===== config.mk =====
export PLATFORM = sky130hd
export DESIGN_NAME = word_serializer_flat
export DESIGN_NICKNAME = d
export VERILOG_FILES = /design/src/rtl/word_serializer_if.sv /design/src/rtl/word_serializer.sv /design/src/flat_wrapper.sv
export SDC_FILE = /design/constraint.sdc
export NUM_CORES = 1
export LEC_CHECK = 0
export CAP_MARGIN = 20
export CORE_MARGIN = 1.5
export CORE_UTILIZATION = 35
export DETAILED_ROUTE_END_ITERATION = 8
export DONT_BUFFER_PORTS = 1
export PLACE_DENSITY = 0.59
export SYNTH_ARGS = -nofsm -noshare
export SYNTH_HDL_FRONTEND = slang
export SYNTH_SLANG_ARGS = --single-unit

===== constraint.sdc =====
create_clock -name clk_i -period 4.75 [get_ports clk_i]
set_clock_uncertainty 0.1 [all_clocks]
set_input_delay 1.425 -clock clk_i [delete_from_list [all_inputs] [get_ports clk_i]]
set_output_delay 1.425 -clock clk_i [all_outputs]
set_load 0.01 [all_outputs]

===== src/rtl/word_serializer_if.sv =====
// Handshake and serial-output bundle for word_serializer.
interface word_serializer_if;
  logic [31:0] data_i;
  logic        valid_i;
  logic        ready_o;
  logic        tx_o;
  logic        busy_o;
  logic        done_o;

  modport master (
    output data_i, valid_i,
    input  ready_o, tx_o, busy_o, done_o
  );

  modport slave (
    input  data_i, valid_i,
    output ready_o, tx_o, busy_o, done_o
  );
endinterface


===== src/rtl/word_serializer.sv =====
// Serializes one accepted 32-bit word as start bit, 32 data bits LSB-first, stop bit;
// each bit is held for CLKS_PER_BIT clock cycles.
module word_serializer #(
  parameter int unsigned CLKS_PER_BIT = 4
) (
  input  logic               clk_i,
  input  logic               rst_i,
  word_serializer_if.slave   bus
);
  localparam int unsigned CW = $clog2(CLKS_PER_BIT + 1);
  localparam logic [CW-1:0] CNT_MAX = CW'(CLKS_PER_BIT - 1);

  typedef enum logic [1:0] {IDLE, START, DATA, STOP} state_e;

  state_e        state_q, state_d;
  logic [31:0]   shreg_q, shreg_d;
  logic [CW-1:0] cnt_q,   cnt_d;
  logic [4:0]    idx_q,   idx_d;
  logic          tx_q,    tx_d;
  logic          busy_q,  busy_d;
  logic          done_q,  done_d;
  logic          ready;
  logic          bit_end;

  assign ready   = (state_q == IDLE) && !rst_i;
  assign bit_end = (cnt_q == CNT_MAX);

  always_comb begin
    state_d = state_q;
    shreg_d = shreg_q;
    cnt_d   = cnt_q;
    idx_d   = idx_q;
    unique case (state_q)
      IDLE: begin
        if (bus.valid_i && ready) begin
          shreg_d = bus.data_i;
          cnt_d   = '0;
          idx_d   = '0;
          state_d = START;
        end
      end
      START: begin
        if (bit_end) begin
          cnt_d   = '0;
          idx_d   = '0;
          state_d = DATA;
        end else begin
          cnt_d = cnt_q + CW'(1);
        end
      end
      DATA: begin
        if (bit_end) begin
          cnt_d   = '0;
          shreg_d = shreg_q >> 1;
          idx_d   = idx_q + 5'd1;
          if (idx_q == 5'd31) state_d = STOP;
        end else begin
          cnt_d = cnt_q + CW'(1);
        end
      end
      STOP: begin
        if (bit_end) begin
          cnt_d   = '0;
          state_d = IDLE;
        end else begin
          cnt_d = cnt_q + CW'(1);
        end
      end
      default: state_d = IDLE;
    endcase
  end

  // Outputs are decoded from next-state so they land in the same cycle as the state.
  always_comb begin
    tx_d   = 1'b1;
    busy_d = (state_d != IDLE);
    done_d = (state_q == STOP) && (state_d == IDLE);
    if (state_d == START)     tx_d = 1'b0;
    else if (state_d == DATA) tx_d = shreg_d[0];
  end

  always_ff @(posedge clk_i) begin
    if (rst_i) begin
      state_q <= IDLE;
      shreg_q <= '0;
      cnt_q   <= '0;
      idx_q   <= '0;
      tx_q    <= 1'b1;
      busy_q  <= 1'b0;
      done_q  <= 1'b0;
    end else begin
      state_q <= state_d;
      shreg_q <= shreg_d;
      cnt_q   <= cnt_d;
      idx_q   <= idx_d;
      tx_q    <= tx_d;
      busy_q  <= busy_d;
      done_q  <= done_d;
    end
  end

  assign bus.ready_o = ready;
  assign bus.tx_o    = tx_q;
  assign bus.busy_o  = busy_q;
  assign bus.done_o  = done_q;
endmodule


===== src/flat_wrapper.sv =====
// flat-port wrapper written by rule: the top's interface ports become plain ports
module word_serializer_flat 
#(
  parameter int unsigned CLKS_PER_BIT = 4
)
  (clk_i, rst_i, bus_data_i, bus_valid_i, bus_ready_o, bus_tx_o, bus_busy_o, bus_done_o);
  word_serializer_if bus_i ();
  input  logic clk_i;
  input  logic rst_i;
  input wire logic [$bits(bus_i.data_i)-1:0] bus_data_i;
  input wire logic [$bits(bus_i.valid_i)-1:0] bus_valid_i;
  output wire logic [$bits(bus_i.ready_o)-1:0] bus_ready_o;
  output wire logic [$bits(bus_i.tx_o)-1:0] bus_tx_o;
  output wire logic [$bits(bus_i.busy_o)-1:0] bus_busy_o;
  output wire logic [$bits(bus_i.done_o)-1:0] bus_done_o;
  assign bus_i.data_i = bus_data_i;
  assign bus_i.valid_i = bus_valid_i;
  assign bus_ready_o = bus_i.ready_o;
  assign bus_tx_o = bus_i.tx_o;
  assign bus_busy_o = bus_i.busy_o;
  assign bus_done_o = bus_i.done_o;
  word_serializer #(.CLKS_PER_BIT(CLKS_PER_BIT)) u_core (.clk_i(clk_i), .rst_i(rst_i), .bus(bus_i));
endmodule

==> flow_summary.json, run 1 <==
{
  "portBuffers": 0,
  "fillers": 536,
  "vias_per_cell": 5.984,
  "setup_viol": 0,
  "async_flop_share": 0,
  "min_path_type": "register to register",
  "worstReg2RegEnd": "u_core.shreg_q[20]$_SDFFE_PP0P_",
  "synthTopCellsByCount": "dfxtp_1 (45), nor2_1 (41), a222oi_1 (30), clkbuf_1 (9), a21oi_1 (7)",
  "status": "finished clean",
  "post-route-period-util": 0.6840,
  "drive_above_1_share": 0.06111,
  "drt_iter0_markers": 270,
  "critPathLaunchType": "primary input",
  "grt_overflow_total": 0,
  "seq_area_frac_synth": 0.4839,
  "antenna_found_initial": 0,
  "nets": 217,
  "p_clk_frac": 0.338,
  "grt_pass1_vias": 1452,
  "ios": 39,
  "multi_input_area_sq_um": 869.6,
  "cts_made_buffers": 5,
  "path_max_fanout": 46,
  "register_area_sq_um": 900.9,
  "grt_start_max_net_pins": 47,
  "htree_levels": 2,
  "clk_latency_ns": 0.30,
  "path_class": "primary input to output pin",
  "final_max_slew_viol_count": 0,
  "crit_cells": 1,
  "grt_first_pass_wirelength_um": 6920,
  "core_sq_mm": 0.005107,
  "synth-warning-count": 0,
  "ys.flop_type": "dfxtp_1",
  "cp-startpoint": "rst_i",
  "post_drt_wl_per_cell_um": 16.22,
  "initial_core_util": 0.3645,
  "cts_root_buf": "clkbuf_8",
  "rsz0062_at_grt": "no",
  "critPathSlowestCell": "nor3_1",
  "path_buf_inv": 0,
  "synthCells": 188,
  "timing.critical_path.to": "bus_ready_o",
  "power.share.switching": 0.2423,
  "clock-sinks": 45,
  "synth_cell_type_count": 31,
  "critical_path_arrival_ns": 1.72,
  "cts_tree": "built",
  "reg2reg_depth": 4,
  "syn_nets": 226,
  "critPathTopFamily": "simple AND/OR/NAND/NOR gates",
  "dr.pass1.iters": 7,
  "clk_pin_slew_ns": 0.08,
  "whs_path_depth": 2,
  "p_switching_uw": 166.8,
  "r2r_start": "u_core.state_q[1]$_SDFF_PP0_",
  "cts_hold_buf": 0,
  "syn_avg_cell_area_sq_um": 9.903,
  "antenna_cells": 0,
  "max_stage_delay_ns": 0.30,
  "fmax_mhz": 307.8,
  "p_per_area_mw_per_mm2": 350.3,
  "yosysTopAreaCell": "dfxtp_1",
  "total_leakage_power_uw": 0.0006964,
  "grt_usage": 0.1492,
  "yosysMostFrequentCell": "dfxtp_1",
  "cts_resized": 0,
  "drv_cap": 0,
  "period_needed_ns": 3.249,
  "power_uw": 688.2,
  "synth_seq_cells": 45,
  "synth_top_area_share": 0.4839,
  "area_delta_synth_final_pct": 5.511,
  "relSlewSlack": 0.3676,
  "drc": 0,
  "place_congestion": 0.7453,
  "post_cts_buffers": 0,
  "die_w_um": 75.94,
  "dp_hpwl_um": 2485,
  "dieArea_sq_mm": 0.005766,
  "worstPathCellList": "nor3_1",
  "synth_edf_count": 0,
  "rrSetupSlack_ns": 2.47,
  "power_frac_comb": 0.071,
  "internal-power_uw": 521.4,
  "antenna_left": 0,
  "clockBufferDepth": 2,
  "stdcell_count": 250,
  "synth_area_sq_mm": 0.001862,
  "hold_viol": 0,
  "fin_tns_setup_ns": 0,
  "synth_area_leaders": "dfxtp_1 (48%), a222oi_1 (16%), nor2_1 (8.3%)",
  "worst_pin_slew_ns": 0.9485,
  "routed_wl_um": 4054,
  "via_count": 1496,
  "critPathCaptureType": "output pin",
  "irDropWorstVdd_v": 0.0001050,
  "power_frac_seq": 0.591,
  "die_y_um": 75.94,
  "rows": 26,
  "cp_data_required_time_ns": 3.22,
  "placed_cells": 242
}
kinds of logic after synthesis:
| family | after synthesis | synth area share |
|---|---|---|
| xor+xnor | 3 | 0.01412 |
| flops | 45 | 0.4839 |
| simple gates | 67 | 0.1888 |
| fa+ha+maj | 3 | 0.02016 |
| compound gates | 49 | 0.2251 |
| mux | 2 | 0.01075 |
| buf+inv | 19 | 0.05712 |
sequential cells by signal (all words and copies together) (netlist names):
signal             cells
u_core.bus.busy_o      1
u_core.bus.done_o      1
u_core.bus.tx_o        1
u_core.cnt_q           3
u_core.idx_q           5
u_core.shreg_q        32
u_core.state_q         2
metal layers:
layer  part of all wire  GRT usage  vias up
met3              0.090    0.06265        6
li1                   -          -      711
met2               0.46     0.2306       40
met1               0.43     0.1832      739
met4              0.019    0.06111        0
met5                  0          0        -
per-stage QoR:
step / setup WS [ns] / hold slack [ns] / utilization / cell area [sq um]
2_1_floorplan: 1.174 / 0.3537 / - / 1862
6_report: 1.501 / 0.3834 / 0.3846 / 1964
5_1_grt: 1.482 / 0.4142 / 0.3846 / 1964
3_5_place_dp: 1.496 / 0.3695 / 0.3675 / 1877
3_3_place_gp: 1.504 / 0.3691 / 0.3675 / 1877
4_1_cts: 1.495 / 0.3845 / 0.3846 / 1964
cell usage in the layout, fill, tap and decap left out, types with 2 or more instances in the layout:
cell         n
a21o_1       2
ha_1         3
a222oi_1    30
clkbuf_8     5
clkinvlp_4   2
nor4bb_1     3
nor2_1      41
nor3_1       3
nand2_1      2
nand2b_1     2
nor3b_1      4
mux2i_1      2
xor2_1       3
nand3b_1     4
buf_4        2
a21oi_1      7
or3_1        2
o21ai_0      5
dfxtp_1     45
worst min path at each step:
stage	start	slack, ns	to
2_1_floorplan	u_core.idx_q[3]$_SDFFE_PP0P_	0.35	u_core.idx_q[3]$_SDFFE_PP0P_
5_1_grt	u_core.idx_q[3]$_SDFFE_PP0P_	0.41	u_core.idx_q[3]$_SDFFE_PP0P_
3_5_place_dp	u_core.cnt_q[1]$_SDFFE_PP0P_	0.37	u_core.cnt_q[1]$_SDFFE_PP0P_
3_3_place_gp	u_core.idx_q[3]$_SDFFE_PP0P_	0.37	u_core.idx_q[3]$_SDFFE_PP0P_
6_report	u_core.cnt_q[1]$_SDFFE_PP0P_	0.38	u_core.cnt_q[1]$_SDFFE_PP0P_
4_1_cts	u_core.cnt_q[1]$_SDFFE_PP0P_	0.38	u_core.cnt_q[1]$_SDFFE_PP0P_
cell type report:
class                      count  area share
sequential                    45      0.4586
inverter                       1    0.001911
multi-input combinational    124      0.4427
clock inverter                 2    0.007643
tap                           70     0.04459
clock buffer                   6     0.03694
timing repair buffer           2    0.007643
power groups by stage:
| stage | registers, uW | logic, uW | clock network, uW |
|---|---|---|---|
| after floorplan | 409 | 53.8 | 0 |
| after global placement | 415 | 48.5 | 0 |
| after detailed placement | 415 | 49.7 | 0 |
| after CTS | 407 | 49.6 | 244 |
| after global routing | 409 | 57.1 | 260 |
| final | 407 | 48.7 | 233 |
No activity file was read; power rests on OpenSTA's default activity.
==> run 2: changes to the inputs <==
--- a/config.mk
+++ b/config.mk
@@ -10,7 +10,7 @@
 export CORE_UTILIZATION = 35
 export DETAILED_ROUTE_END_ITERATION = 8
 export DONT_BUFFER_PORTS = 1
-export PLACE_DENSITY = 0.59
+export PLACE_DENSITY = 0.61
 export SYNTH_ARGS = -nofsm -noshare
 export SYNTH_HDL_FRONTEND = slang
 export SYNTH_SLANG_ARGS = --single-unit
==> constraint.sdc (replaced) <==
create_clock -name clk_i -period 2.79 [get_ports clk_i]
set_clock_uncertainty 0.1 [all_clocks]
set_input_delay 0.837 -clock clk_i [delete_from_list [all_inputs] [get_ports clk_i]]
set_output_delay 0.837 -clock clk_i [all_outputs]
set_load 0.01 [all_outputs]
==> flow_summary.json, run 2 (synthesis results as in run 1) <==
{
  "placed_cells": 245,
  "regMostFlops": "u_core.shreg_q",
  "min_path_type": "register to register",
  "htree_levels": 2,
  "critPathTopFamily": "flip-flops",
  "die_y_um": 75.94,
  "use_met2": 0.2054,
  "drive_above_1_share": 0.07650,
  "critPathSlowestCell": "dfxtp_1",
  "drc": 0,
  "nets": 220,
  "grt_overflow_total": 0,
  "worstPathCellList": "nor3_1",
  "critical_path_arrival_ns": 1.25,
  "worst_pin_slew_ns": 0.6761,
  "path_max_fanout": 17,
  "initial_core_util": 0.3645,
  "portBuffers": 0,
  "largest_register_ffs": 32,
  "drt_iter0_markers": 249,
  "path_class": "register to output pin",
  "clock-sinks": 45,
  "grt_start_max_net_pins": 47,
  "clk_latency_ns": 0.30,
  "core_sq_mm": 0.005107,
  "final_cell_mix": "dfxtp_1 (45), nor2_1 (41), a222oi_1 (30)",
  "fmax_mhz": 457.5,
  "rsz0062_at_grt": "no",
  "dr.pass1.iters": 7,
  "final_cell_area_sq_mm": 0.002011,
  "via_count": 1468,
  "critPathLaunchType": "register",
  "dp_hpwl_um": 2584,
  "vias_per_cell": 5.802,
  "setup_viol": 0,
  "routed_wl_um": 4008,
  "grt_first_pass_wirelength_um": 6699,
  "post-route-period-util": 0.7834,
  "antenna_found_initial": 0,
  "cp_data_required_time_ns": 1.85,
  "irDropWorstVdd_v": 0.0003834,
  "clk_pin_slew_ns": 0.08,
  "rows": 26,
  "grt_usage": 0.1446,
  "post_cts_buffers": 0,
  "area_delta_synth_final_pct": 7.997,
  "fin_tns_setup_ns": 0,
  "antenna_cells": 0,
  "largestRegisters": "u_core.shreg_q: 32 flops, u_core.idx_q: 5 flops, u_core.cnt_q: 3 flops",
  "drv_cap": 0,
  "placed_area_sq_mm": 0.001899,
  "hold_viol": 0,
  "final_common_cell": "dfxtp_1",
  "critPathCaptureType": "output pin",
  "cts_resized": 0,
  "place_congestion": 0.6955,
  "status": "finished clean",
  "p_per_area_mw_per_mm2": 631.2,
  "cts_root_buf": "clkbuf_8",
  "cts_tree": "built",
  "post_drt_wl_per_cell_um": 15.84,
  "stdcell_count": 253,
  "grt_pass1_vias": 1348,
  "cts_made_buffers": 5,
  "path_buf_inv": 0,
  "clockBufferDepth": 2,
  "dieArea_sq_mm": 0.005766,
  "antenna_left": 0,
  "die_w_um": 75.94,
  "ios": 39,
  "period_needed_ns": 2.186,
  "total_leakage_power_uw": 0.0007294,
  "top_usage_layer": "met2",
  "final_max_slew_viol_count": 0,
  "relSlewSlack": 0.5486,
  "cts_hold_buf": 0,
  "fillers": 506,
  "met3_usage": 0.05181,
  "max_stage_delay_ns": 0.76,
  "globalRouteMet1Util": 0.1996
}
run 2: cell count changes in the layout (fill, tap and decap cells not counted):
cell / before / now
clkinvlp_4: 2 / 0
buf_4: 2 / 5
bufinv_16: 0 / 1
clkinv_4: 0 / 1
run 2: final timing paths:
path,cells after the start,startpoint,endpoint,slack (ns)
worst max-delay path,1,u_core.state_q[0]$_SDFF_PP0_,bus_ready_o,0.60
worst min-delay path,2,u_core.idx_q[3]$_SDFFE_PP0P_,u_core.idx_q[3]$_SDFFE_PP0P_,0.39
worst max register to register,5,u_core.cnt_q[0]$_SDFFE_PP0P_,u_core.idx_q[3]$_SDFFE_PP0P_,0.75
worst min register to register,2,u_core.idx_q[3]$_SDFFE_PP0P_,u_core.idx_q[3]$_SDFFE_PP0P_,0.39
run 2: metrics by stage:
step | worst slack (ns) | util | hold WS, ns | total power, uW
2_1_floorplan | 0.3895 | - | 0.3537 | 788.3
3_3_place_gp | 0.5834 | 0.3719 | 0.3630 | 791.0
3_5_place_dp | 0.5428 | 0.3719 | 0.3763 | 793.5
4_1_cts | 0.5850 | 0.3937 | 0.3895 | 1284
5_1_grt | 0.4970 | 0.3937 | 0.4061 | 1329
6_report | 0.6043 | 0.3937 | 0.3904 | 1269
run 2: power by group:
| group | leakage (uW) | switching [uW] | internal (uW) |
|---|---|---|---|
| sequential | 0.000367 | 22.3 | 670 |
| combinational | 0.000307 | 42.1 | 43.7 |
| clock | 0.0000554 | 222 | 269 |
| total | 0.000729 | 287 | 983 |
run 2: layout make-up:
type                            count  area, sq um  area share
Sequential cell                    45        900.9      0.4480
Multi-Input combinational cell    124        869.6      0.4325
Tap cell                           70        87.58     0.04356
Clock buffer                        6        72.57     0.03609
Clock inverter                      2        38.79     0.01929
Timing Repair Buffer                5        37.54     0.01867
Inverter                            1        3.754    0.001867
run 2: per-layer routing:
| layer | vias to the layer above | wire [um] |
|---|---|---|
| li1 | 718 | - |
| met1 | 689 | 1756 |
| met2 | 55 | 1809 |
| met3 | 6 | 379 |
| met4 | 0 | 63 |
| met5 | - | 0 |
